===== config.mk =====
export PLATFORM = sky130hd
export DESIGN_NAME = alu_pipe
export DESIGN_NICKNAME = d
export VERILOG_FILES = /design/src/rtl/alu_pipe_pkg.sv /design/src/rtl/alu_pipe_mul.sv /design/src/rtl/alu_pipe.sv
export SDC_FILE = /design/constraint.sdc
export NUM_CORES = 1
export LEC_CHECK = 0
export ABC_AREA = 1
export BUFFER_PORTS_ARGS = -buffer_cell sky130_fd_sc_hd__buf_2
export CAP_MARGIN = 20
export CORE_UTILIZATION = 30
export DETAILED_ROUTE_END_ITERATION = 8
export PLACE_DENSITY = 0.48
export REMOVE_ABC_BUFFERS = 1
export SKIP_CTS_REPAIR_TIMING = 1
export SYNTH_ARGS = -nofsm -noshare
export SYNTH_HDL_FRONTEND = slang
export SYNTH_SLANG_ARGS = --single-unit

===== constraint.sdc =====
create_clock -name clk -period 2.4 [get_ports clk]
set_input_delay 0.12 -clock clk [delete_from_list [all_inputs] [get_ports clk]]
set_output_delay 0.12 -clock clk [all_outputs]
set_load 0.01 [all_outputs]

===== src/rtl/alu_pipe_pkg.sv =====
// rtl/alu_pipe_pkg.sv - shared op/state encodings and NZP constants for alu_pipe
package alu_pipe_pkg;

  typedef enum logic [2:0] {
    ALU_PASSA = 3'b000,
    ALU_ADD   = 3'b001,
    ALU_AND   = 3'b010,
    ALU_NOT   = 3'b011,
    ALU_SUB   = 3'b100,
    ALU_MUL   = 3'b101
  } alu_op_e;

  typedef enum logic [1:0] {
    ST_IDLE = 2'b00,
    ST_BUSY = 2'b01,
    ST_HOLD = 2'b10
  } state_e;

  localparam logic [2:0] NZP_N = 3'b100;
  localparam logic [2:0] NZP_Z = 3'b010;
  localparam logic [2:0] NZP_P = 3'b001;

endpackage


===== src/rtl/alu_pipe_mul.sv =====
// rtl/alu_pipe_mul.sv - iterative shift-add multiplier, one multiplier bit per cycle
module alu_pipe_mul #(
  parameter int WIDTH = 16
) (
  input  logic             clk,
  input  logic             rst_n,
  input  logic             start,
  input  logic [WIDTH-1:0] a,
  input  logic [WIDTH-1:0] b,
  output logic             done,
  output logic [WIDTH-1:0] prod
);

  localparam int CW = $clog2(WIDTH) + 1;

  logic [WIDTH-1:0] mcand;
  logic [WIDTH-1:0] mplier;
  logic [WIDTH-1:0] acc;
  logic [CW-1:0]    cnt;

  // prod is the accumulator after the current step, so the owner can capture
  // the final product on the same edge that retires the last iteration.
  assign prod = acc + (mplier[0] ? mcand : '0);
  assign done = (cnt == CW'(1));

  always_ff @(posedge clk or negedge rst_n) begin
    if (!rst_n) begin
      mcand  <= '0;
      mplier <= '0;
      acc    <= '0;
      cnt    <= '0;
    end else if (start) begin
      mcand  <= a;
      mplier <= b;
      acc    <= '0;
      cnt    <= CW'(WIDTH);
    end else if (cnt != '0) begin
      acc    <= prod;
      mcand  <= mcand << 1;
      mplier <= mplier >> 1;
      cnt    <= cnt - CW'(1);
    end
  end

endmodule


===== src/rtl/alu_pipe.sv =====
// rtl/alu_pipe.sv - handshaked LC-3 ALU with NZP/overflow flags; ALU_MUL_EN adds iterative MUL
module alu_pipe #(
  parameter int WIDTH = 16,
  parameter int IMM_W = 5
) (
  input  logic             clk,
  input  logic             rst_n,
  input  logic             in_valid,
  output logic             in_ready,
  input  logic [2:0]       op,
  input  logic             imm_sel,
  input  logic [IMM_W-1:0] imm,
  input  logic [WIDTH-1:0] ra,
  input  logic [WIDTH-1:0] rb,
  output logic             out_valid,
  input  logic             out_ready,
  output logic [WIDTH-1:0] result,
  output logic [2:0]       nzp,
  output logic             ovf,
  output logic             illegal
);

  import alu_pipe_pkg::*;

  state_e           state;
  logic             accept;
  logic             is_mul;
  logic [WIDTH-1:0] b_op;
  logic [WIDTH-1:0] sum;
  logic [WIDTH-1:0] diff;
  logic [WIDTH-1:0] alu_res;
  logic             alu_ovf;
  logic             alu_ill;

  function automatic logic [2:0] nzp_of(input logic [WIDTH-1:0] v);
    if (v[WIDTH-1])   return NZP_N;
    else if (v == '0) return NZP_Z;
    else              return NZP_P;
  endfunction

  assign in_ready  = (state == ST_IDLE) | ((state == ST_HOLD) & out_ready);
  assign out_valid = (state == ST_HOLD);
  assign accept    = in_valid & in_ready;
  assign b_op      = imm_sel ? {{(WIDTH-IMM_W){imm[IMM_W-1]}}, imm} : rb;
  assign sum       = ra + b_op;
  assign diff      = ra - b_op;

  always_comb begin
    alu_res = '0;
    alu_ovf = 1'b0;
    alu_ill = 1'b0;
    case (op)
      ALU_PASSA: alu_res = ra;
      ALU_ADD: begin
        alu_res = sum;
        alu_ovf = (ra[WIDTH-1] == b_op[WIDTH-1]) & (sum[WIDTH-1] != ra[WIDTH-1]);
      end
      ALU_AND:   alu_res = ra & b_op;
      ALU_NOT:   alu_res = ~ra;
      ALU_SUB: begin
        alu_res = diff;
        alu_ovf = (ra[WIDTH-1] != b_op[WIDTH-1]) & (diff[WIDTH-1] != ra[WIDTH-1]);
      end
`ifdef ALU_MUL_EN
      ALU_MUL:   alu_ill = 1'b0;
`endif
      default:   alu_ill = 1'b1;
    endcase
  end

`ifdef ALU_MUL_EN
  logic             mul_done;
  logic [WIDTH-1:0] mul_prod;

  assign is_mul = (op == ALU_MUL);

  alu_pipe_mul #(.WIDTH(WIDTH)) u_mul (
    .clk   (clk),
    .rst_n (rst_n),
    .start (accept & is_mul),
    .a     (ra),
    .b     (b_op),
    .done  (mul_done),
    .prod  (mul_prod)
  );
`else
  assign is_mul = 1'b0;
`endif

  always_ff @(posedge clk or negedge rst_n) begin
    if (!rst_n) begin
      state   <= ST_IDLE;
      result  <= '0;
      nzp     <= NZP_Z;
      ovf     <= 1'b0;
      illegal <= 1'b0;
    end else begin
      case (state)
        ST_IDLE, ST_HOLD: begin
          if (accept) begin
            if (is_mul) begin
              state <= ST_BUSY;
            end else begin
              state   <= ST_HOLD;
              result  <= alu_res;
              nzp     <= nzp_of(alu_res);
              ovf     <= alu_ovf;
              illegal <= alu_ill;
            end
          end else if ((state == ST_HOLD) && out_ready) begin
            state <= ST_IDLE;
          end
        end
`ifdef ALU_MUL_EN
        ST_BUSY: begin
          if (mul_done) begin
            state   <= ST_HOLD;
            result  <= mul_prod;
            nzp     <= nzp_of(mul_prod);
            ovf     <= 1'b0;
            illegal <= 1'b0;
          end
        end
`endif
        default: state <= ST_IDLE;
      endcase
    end
  end

endmodule


==> flow_metrics.tcl <==
set metrics [dict create \
    status "completed" \
    worst_slew_pin_slew_ns 0.5931 \
    grt_antenna_before_repair 0 \
    ys_top_cells_by_area "nand2_1 23%, dfrtp_1 14%, ha_1 14%, inv_1 11%, nor2_1 7.7%" \
    switching_share_pct 42.49 \
    n_antenna_cell 0 \
    path_clk_slew_ns 0.05 \
    grt_remaining_overflow 0 \
    synth_cells 633 \
    drv_cap 0 \
    slew_headroom_pct 60.41 \
    dp_hpwl_mm 10.56 \
    ys_ff_latch 21 \
    final_cells 928 \
    grtUsageTotal_pct 21.20 \
    grt_pass1_wl_mm 21.11 \
    leakagePower_nw 2.923 \
    worstSetupPathType "input port to flip-flop" \
    wl_per_cell_um 14.29 \
    yosys-top-cells-count "220 x nand2_1, 103 x inv_1, 72 x nor2_1, 53 x nand3_1, 39 x ha_1" \
    final_core_util_pct 46.11 \
    route.detailed.drc 0 \
    required_ns 2.54 \
    numCtsBuffers 3 \
    finalSetupViolCount 0 \
    dieArea_um2 12200 \
    portBuffers 67 \
    cts_root_buffer "clkbuf_16" \
    grt_pass1_vias 4276 \
    clkPwrFrac_pct 15.9 \
    clk_latency_ns 0.25 \
    cp_max_fo 6 \
    ir_drop_uv 382.7 \
    fp.coreArea_um2 11420 \
    fin_crit_sh_pct 92.77 \
    h-tree-depth 1 \
    synth-main-ff-cell "dfrtp_1" \
    drt-pass1-iter-count 5 \
    vias_per_cell 4.719 \
    synth_top_cell_by_area "nand2_1" \
    pwr-share-comb_pct 63.7 \
    io-pin-count 68 \
    synthDistinctLibCells 33 \
    n_fill_cell 1217 \
    hp-class "input port to flip-flop" \
    async_flop_share_pct 100.0 \
    avgSynthCellArea_um2 5.574 \
    drt_iter0_drc 219 \
    nets 872 \
    power_frac_seq_pct 20.4 \
    place_congestion 0.8965 \
    clk_path_buf_depth 2 \
    area_growth_pct 49.22 \
    chipWidth_um 110.5 \
    cts_tree "yes" \
    grt_start_max_net_pins 28 \
    synth_edf_count 0 \
    max_freq_mhz 449.2 \
    clock_sinks 21 \
    ys_seq_area_share_pct 14.93 \
    internal_power_w 0.001234 \
    power_density_nw_per_um2 407.7 \
    die_h_um 110.5 \
    syn-cell-area_um2 3528 \
    drtAntennaViolNets 0 \
    power_w 0.002146 \
    endpoint_kind "flip-flop" \
    worstSetupStartpointType "input port" \
    yosys_warnings 0 \
    post-synth-top-count-cell "nand2_1" \
    drive_gt1_share_pct 34.39 \
    hold_viol_final 0 \
    start_util_pct 30.90 \
    power.switching_w 0.0009119 \
    via_count 4379 \
    netlist.area_leader.share_pct 23.40 \
    routed_wl_mm 13.26 \
    rows 39 \
    cp.arrival_ns 2.37 \
    clock_skew_ns 0.001148 \
    min_period_ns 2.226 \
    dp_cells 914 \
    slew_viol_final 0 \
]
==> path summary, 6_finish.rpt <==
check | start | to | slack, ns | cells after the start
max | imm_sel | nzp[0] | 0.17 | 21
min | out_ready | state[1] | 0.15 | 4
max reg2reg | state[1] | nzp[1] | 1.28 | 5
min reg2reg | result[3] | result[3] | 0.47 | 2
max in group asynchronous | rst_n | nzp[1] | 1.70 | 2
min in group asynchronous | rst_n | result[4] | 0.36 | 2
==> layer usage <==
layer	global-route usage (%)	wire (µm)	share of wire [%]	vias to the layer above
met5	0	0	0	-
li1	-	-	-	2294
met4	4.978	208	1.6	0
met3	1.592	630	4.8	12
met2	35.20	6070	46	117
met1	29.75	6353	48	1956
==> final cells by class <==
class,count,area [µm²],area share (%)
Tap cell,143,178.9,3.398
Sequential cell,21,526.8,10.00
Multi-Input combinational cell,490,2962,56.25
Inverter,107,411.6,7.818
Clock buffer,4,78.83,1.497
Timing Repair Buffer,163,1107,21.03
==> power by group through the flow <==
stage,clock [W],sequential (W),combinational [W]
floorplan,0,0.000472,0.000604
global placement,0,0.000443,0.00117
detailed placement,0,0.000444,0.00117
CTS,0.000350,0.000439,0.00118
global route,0.000361,0.000447,0.00152
finish,0.000341,0.000439,0.00137
==> cell usage in the layout (no fill, tap or decap), types with 2 or more instances in the layout <==
cell type  synthesis  routed
ha_1              39      23
nand2_1          220     201
nand4_1            9       9
buf_2              3      66
o21ai_1            3       3
nor2_1            72      57
fa_2               0       2
or2_2              4       4
nor3_2             0       3
and2_1             2       2
ha_2               0       3
o2111ai_1          2       2
clkbuf_16          0       4
nand3_1           53      48
ha_4               0      13
inv_2              4       6
o21ai_0           13      10
buf_4              6      92
nand3_2            2       7
o21ai_2            0       3
a21oi_4            0       5
inv_1            103      98
a211oi_1           4       4
nor2_4             0       6
a221oi_1           7       7
nand2_2            3      21
nor3_1             8       5
a21oi_2            1      12
dfrtp_1           20      20
inv_4              0       2
a31oi_1            3       3
buf_12             0       2
a21oi_1           31      15
nor2_2             6      15
==> stage by stage <==
step	hold slack [ns]	worst slack (ns)	TNS [ns]	area, µm²
finish	0.1537	0.1736	0	5265
global route	0.1822	-0.01593	-0.01593	5265
CTS	-0.1657	-0.2161	-0.4393	4697
detailed placement	0.1019	-0.4712	-2.586	4618
global placement	0.09328	-0.4532	-2.024	4618
floorplan	-0.1756	0.07153	0	3446
==> logic make-up (layout without fill, tap and decap cells) <==
logic type / after synthesis / in the layout / share of synthesized area [%]
and+or+nand+nor: 380 / 380 / 44.75
buffers and inverters: 122 / 274 / 13.72
AOI/OAI and AO/OA: 68 / 68 / 11.38
adders and majority gates: 41 / 41 / 14.96
DFF: 21 / 21 / 14.93
xor gates and xnor gates: 1 / 1 / 0.2483
==> worst max-delay path: stages <==
cell	delay (ns)
buf_6	0.12
inv_6	0.06
or2_2	0.28
o21ai_2	0.08
inv_2	0.08
buf_4	0.14
fa_2	0.35
nand2_2	0.09
nand2_2	0.07
nand3_2	0.08
nand2_2	0.07
nand2_1	0.08
nand4_1	0.07
nand3_1	0.09
nand2_1	0.07
nor2_2	0.14
nand2_1	0.07
nor2_2	0.13
nand3_1	0.08
nand2_1	0.06
nand2_1	0.04
==> sequential cells by signal, summed over array words and instances (netlist names) <==
name     flops
result      16
nzp          2
illegal      1
ovf          1
state        1
No activity file was read; power rests on OpenSTA's default activity.
